## src/rtl/modn_div_50dc.sv

```systemverilog
// Programmable mod-N clock divider, 50% duty for both even and odd N.
// Ports: clk, reset_L, en, div_in, div_load -> clk_out, tc, div_busy, div_err.
module modn_div_50dc #(
  parameter int W           = 8,
  parameter int DIV_DEFAULT = 2
) (
  input  logic         clk,
  input  logic         reset_L,
  input  logic         en,
  input  logic [W-1:0] div_in,
  input  logic         div_load,
  output logic         clk_out,
  output logic         tc,
  output logic         div_busy,
  output logic         div_err
);

  localparam logic [W-1:0] DEF = W'(DIV_DEFAULT);
  localparam logic [W-1:0] ONE = W'(1);
  localparam logic [W-1:0] TWO = W'(2);

  logic [W-1:0] cnt;
  logic [W-1:0] div_n;
  logic [W-1:0] div_p;
  logic         ph_p;
  logic         ph_n;
  logic         busy_q;
  logic         err_q;

  logic         wrap;
  logic         bnd;
  logic         swap;
  logic         load_ok;
  logic         load_bad;
  logic [W-1:0] n_eff;
  logic [W-1:0] cnt_nx;
  logic [W:0]   half;

  // The period starting on a swap edge already uses the pending divisor
  // for its phase threshold.
  always_comb begin
    wrap     = (cnt == div_n - ONE);
    bnd      = en & wrap;
    swap     = bnd & busy_q;
    n_eff    = swap ? div_p : div_n;
    cnt_nx   = wrap ? '0 : cnt + ONE;
    half     = ({1'b0, n_eff} + {{W{1'b0}}, 1'b1}) >> 1;
    load_ok  = div_load & (div_in >= TWO);
    load_bad = div_load & (div_in < TWO);
  end

  always_ff @(posedge clk or negedge reset_L) begin
    if (!reset_L) begin
      cnt    <= DEF - ONE;
      div_n  <= DEF;
      div_p  <= DEF;
      ph_p   <= 1'b0;
      busy_q <= 1'b0;
      err_q  <= 1'b0;
    end else begin
      err_q <= load_bad;
      if (en) begin
        cnt  <= cnt_nx;
        ph_p <= ({1'b0, cnt_nx} < half);
      end
      if (swap) begin
        div_n  <= div_p;
        busy_q <= 1'b0;
      end
      // A load on the swap edge becomes the next pending value.
      if (load_ok) begin
        div_p  <= div_in;
        busy_q <= 1'b1;
      end
    end
  end

  // Half-cycle delayed copy of the phase; ANDed in for odd N.
  always_ff @(negedge clk or negedge reset_L) begin
    if (!reset_L) ph_n <= 1'b0;
    else          ph_n <= ph_p;
  end

  assign clk_out  = div_n[0] ? (ph_p & ph_n) : ph_p;
  assign tc       = reset_L & bnd;
  assign div_busy = busy_q;
  assign div_err  = err_q;

endmodule

```

## config.mk

```make
export PLATFORM = sky130hd
export DESIGN_NAME = modn_div_50dc
export DESIGN_NICKNAME = d
export VERILOG_FILES = /design/src/rtl/modn_div_50dc.sv
export SDC_FILE = /design/constraint.sdc
export NUM_CORES = 1
export LEC_CHECK = 0
export BUFFER_PORTS_ARGS = -buffer_cell sky130_fd_sc_hd__buf_2
export CAP_MARGIN = 15
export CELL_PAD_IN_SITES_DETAIL_PLACEMENT = 0
export CELL_PAD_IN_SITES_GLOBAL_PLACEMENT = 1
export CORE_MARGIN = 2
export CORE_UTILIZATION = 45
export CTS_CLUSTER_SIZE = 30
export DETAILED_ROUTE_END_ITERATION = 16
export GPL_ROUTABILITY_DRIVEN = 0
export GPL_TIMING_DRIVEN = 0
export PLACE_DENSITY_LB_ADDON = 0.3
export SYNTH_ARGS = -nofsm -noshare
export SYNTH_HDL_FRONTEND = slang
export SYNTH_SLANG_ARGS = --single-unit
```

## constraint.sdc

```tcl
create_clock -name clk -period 8.5 [get_ports clk]
set_input_delay 1.275 -clock clk [delete_from_list [all_inputs] [get_ports clk]]
set_output_delay 1.275 -clock clk [all_outputs]
set_load 0.01 [all_outputs]
```

Yosys cells after proc, flatten, opt, wreduce, memory -nomap -nowiden
Cells that the tools add are included.
Storage, ports and cells
  output and inout port bits: 4
  bits of input ports: 12
  word-level logic and storage cells: 26
  register bits after elaboration: 28
Cells by class
  $lt $le $gt $ge: 3
  reductions and logical operators: 1
  bitwise gates (word level): 6
  $add $sub $neg: 3
  muxes and demuxes: 5
  eq/ne operators: 1
Operators by type and width (count)
  $mux W8: 2
  $add A8 B1 Y9 const B: 1
  $add A8 B1 Y8 const B: 1
  $eq A8 B8 Y1: 1
  $ge A8 B2 Y1 const B: 1
  $lt A8 B2 Y1 const B: 1
  $lt A8 B8 Y1: 1
  $sub A8 B1 Y8 const B: 1
  $and A1 B1 Y1: 6
  $mux W1: 3
  $reduce_bool A2 Y1: 1

Depth between registers and ports, before layout
  word-level depth: 7
  mapped depth: 19

==> impl_results.md <==
* Cell variety after synth at 44
* Starting Density at 0.471
* Clk_skew at 0.00620 ns
* Post-Route WL at 3890 um
* Fillcell total at 403
* CTS max path bufs at 2
* First drt pass iteration count at 4
* Clk root buf: clkbuf_8
* First-pass GRT wire length at 6670 um
* Die W at 69.0 um
* HP Class: reg -> reg
* Vias in the first global route at 1335
* IO Pins at 16
* FF/Latch Area at 704 sq um
* Post-synthesis sequential area ratio at 0.371
* CTS resizes at 0
* Total Power at 369 uW
* Worst R2R End: ph_n
* Antenna Diode Count at 0
* Total GRT Usage at 0.192
* Clock group share of total power at 0.236
* Multi-input gate area at 0.00111 sq mm
* Worst slew margin at 0.563
* R2R Path Start: ph_p
* Warnings from Yosys at 0
* Multiplexer area fraction after synthesis at 0.0935
* Actual slew at the worst max-slew pin at 0.656 ns
* Number of vias per cell at 5.33
* Fin util at 0.518
* Max VDD drop at 0.0000715 V
* Psw at 126 uW
* Setup Viol. Count Final at 0
* CTS Hold Bufs at 0
* Core Box Area at 0.00403 sq mm
* CTS buffer count at 3
* H-tree Lvls at 1
* Synth Area in Compound Gates at 0.0929
* Internal power at 243 uW
* Max-slew violation count at 0
* R2R cell count at 0
* P_leak at 1.00 nW
* DIE AREA at 0.00476 sq mm
* TNS Setup at 0 ns
* Clk slew on worst S/H paths at 0.10 ns
* Area share of and/or/nand/nor cells after synthesis at 0.229
* Worst EP required at 7.22 ns
* Die Height at 69.0 um
* CP Data Arrival Time at 5.16 ns
* Syn_area_per_cell at 9.22 sq um
* Iter 0 DRT Violations at 87
* Yosys top cell area share at 0.316
* Synthesized Nets at 228
* Routed len/inst at 14.2 um
* Synthesized area at 0.00190 sq mm
* Post-CTS Setup Bufs at 0
* Worst skew pair latency at 0.29 ns
* Post-synth EDFFs at 0
* Critical path capture point: clk_out
* I/O Buffers at 14
* Syn Inst Count at 206
* CTS Sinks at 28
* Initial antenna violation count at 0
* Area added between synthesis and finish at 9.88%
* # rows at 23
* Final HPWL DP at 2890 um
* Switching portion of total power at 0.341
* Unrepaired setup endpoints after global routing: false
* Worst-path maximum fanout at 1
* Largest net degree at the start of global routing at 30
* TritonCTS clock tree: done
* Setup crit end kind: primary output
* CP Launch Point: ph_n
* MaxCap Viol Count at 0
* Global route total overflow at 0
* ANT nets after route at 0
* Main combinational cell family by area after synthesis: simple AND/OR/NAND/NOR gates
* Worst Hold Path Cells at 2
* Post-synth top area cell: dfrtp_1
* Hold Slack at 0.478 ns
* NumNets Final at 247
* R2r setup slk at 3.69 ns
* Post-Synth XOR/XNOR Area at 0.101
* Worst setup path category: reg -> out
* Status: complete, no violations
* Combinational share of power at 0.300
* Post-Synth Adder-Cell Area at 0.0659
* Startpoint Class: flip-flop
* Top FF cell, synth: dfrtp_1
* Area contributors post-synth: dfrtp_1, xnor2_1, nand2_1
* Post-route DRC at 0
* Via Count at 1460
* Share of power burned in registers at 0.464
* Final Hold Vio Count at 0
* Async set-or-reset flop fraction in the synthesized netlist at 1.00
* PwrDens at 177 mW/mm^2
* #FFs+latches synth at 28
* Layout cell share with drive strength beyond 1 at 0.179
==> cells in the mapped netlist, types with 2 or more instances <==
cell type  count
and2_1         2
o22ai_1        2
xnor2_1       16
nand4_1        2
clkbuf_1       6
mux2i_1        5
nand2b_1       3
o21ai_0       13
nand2_1       37
xor2_1         6
ha_1          10
nand3b_1       2
nand3_1        9
dfstp_2        3
and3_1         6
buf_6          2
a21oi_1        3
buf_2          2
nor2_1        10
o21a_1         2
a211oi_1       2
inv_1          9
mux2_2         8
nor2b_1        3
dfrtp_1       24
==> power groups by stage <==
stage               logic [mW]  clock network, mW  registers (mW)
finish                   0.111             0.0871           0.171
global route             0.133             0.0931           0.175
CTS                      0.112             0.0874           0.171
detailed placement       0.111                  0           0.174
global placement         0.108                  0           0.174
floorplan               0.0875                  0           0.167
==> kinds of logic after synthesis <==
logic type      count (synthesis)
fa+ha+maj                      10
xor+xnor                       22
simple gates                   84
buf+inv                        19
flops                          28
mux                            15
compound gates                 28
==> worst min path at each step <==
stage | slack (ns) | startpoint | end
final | 0.48 | div_p[1] | div_p[1]
after detailed placement | 0.46 | div_p[7] | div_p[7]
after global placement | 0.46 | div_p[7] | div_p[7]
after global routing | 0.50 | div_p[1] | div_p[1]
after CTS | 0.48 | div_p[1] | div_p[1]
after floorplan | 0.44 | div_p[5] | div_p[5]
==> per-layer routing <==
layer / vias to the layer above / share of wire / global-route usage
met4: 0 / 0.014 / 0.0662
met1: 687 / 0.53 / 0.303
met3: 5 / 0.037 / 0.0211
met5: - / 0 / 0
li1: 741 / - / -
met2: 27 / 0.42 / 0.267
==> layout by cell type, fill, tap and decap left out, types with 2 or more instances in the layout <==
cell type / netlist / layout
a211oi_1: 2 / 2
a21oi_1: 3 / 3
and2_1: 2 / 2
and3_1: 6 / 6
buf_2: 2 / 16
buf_6: 2 / 2
clkbuf_1: 6 / 6
clkbuf_8: 0 / 4
dfrtp_1: 24 / 24
dfstp_2: 3 / 3
ha_1: 10 / 10
inv_1: 9 / 9
mux2_2: 8 / 8
mux2i_1: 5 / 5
nand2_1: 37 / 37
nand2b_1: 3 / 3
nand3_1: 9 / 9
nand3b_1: 2 / 2
nand4_1: 2 / 2
nor2_1: 10 / 10
nor2b_1: 3 / 3
o21a_1: 2 / 2
o21ai_0: 13 / 13
o22ai_1: 2 / 2
xnor2_1: 16 / 16
xor2_1: 6 / 6
==> area by class of cell <==
type / count / area share
multi-input cells: 159 / 0.530
flip-flops and latches: 28 / 0.338
repair buffers: 14 / 0.0336
well taps: 50 / 0.0300
clock buffers: 4 / 0.0264
plain buffers: 10 / 0.0264
inverters: 9 / 0.0162
==> per-stage QoR <==
step	instances	worst slack, ns	area (sq um)
floorplan	206	2.47	1900
global placement	270	2.39	2030
global route	274	2.03	2090
finish	274	2.07	2090
CTS	274	2.06	2090
detailed placement	270	2.39	2030
==> sequential cells by signal, indices dropped and copies added (netlist names) <==
signal and count:
ph_n 1, ph_p 1, div_busy 1, div_err 1, div_p 8, cnt 8
div_n 8
==> worst max-delay path, stage by stage, from the launching register on <==
cell	delay (ns)
dfrtn_1	0.33
o21a_1	0.16
buf_2	0.13
Note: power is estimated with default switching activity, not from simulation.
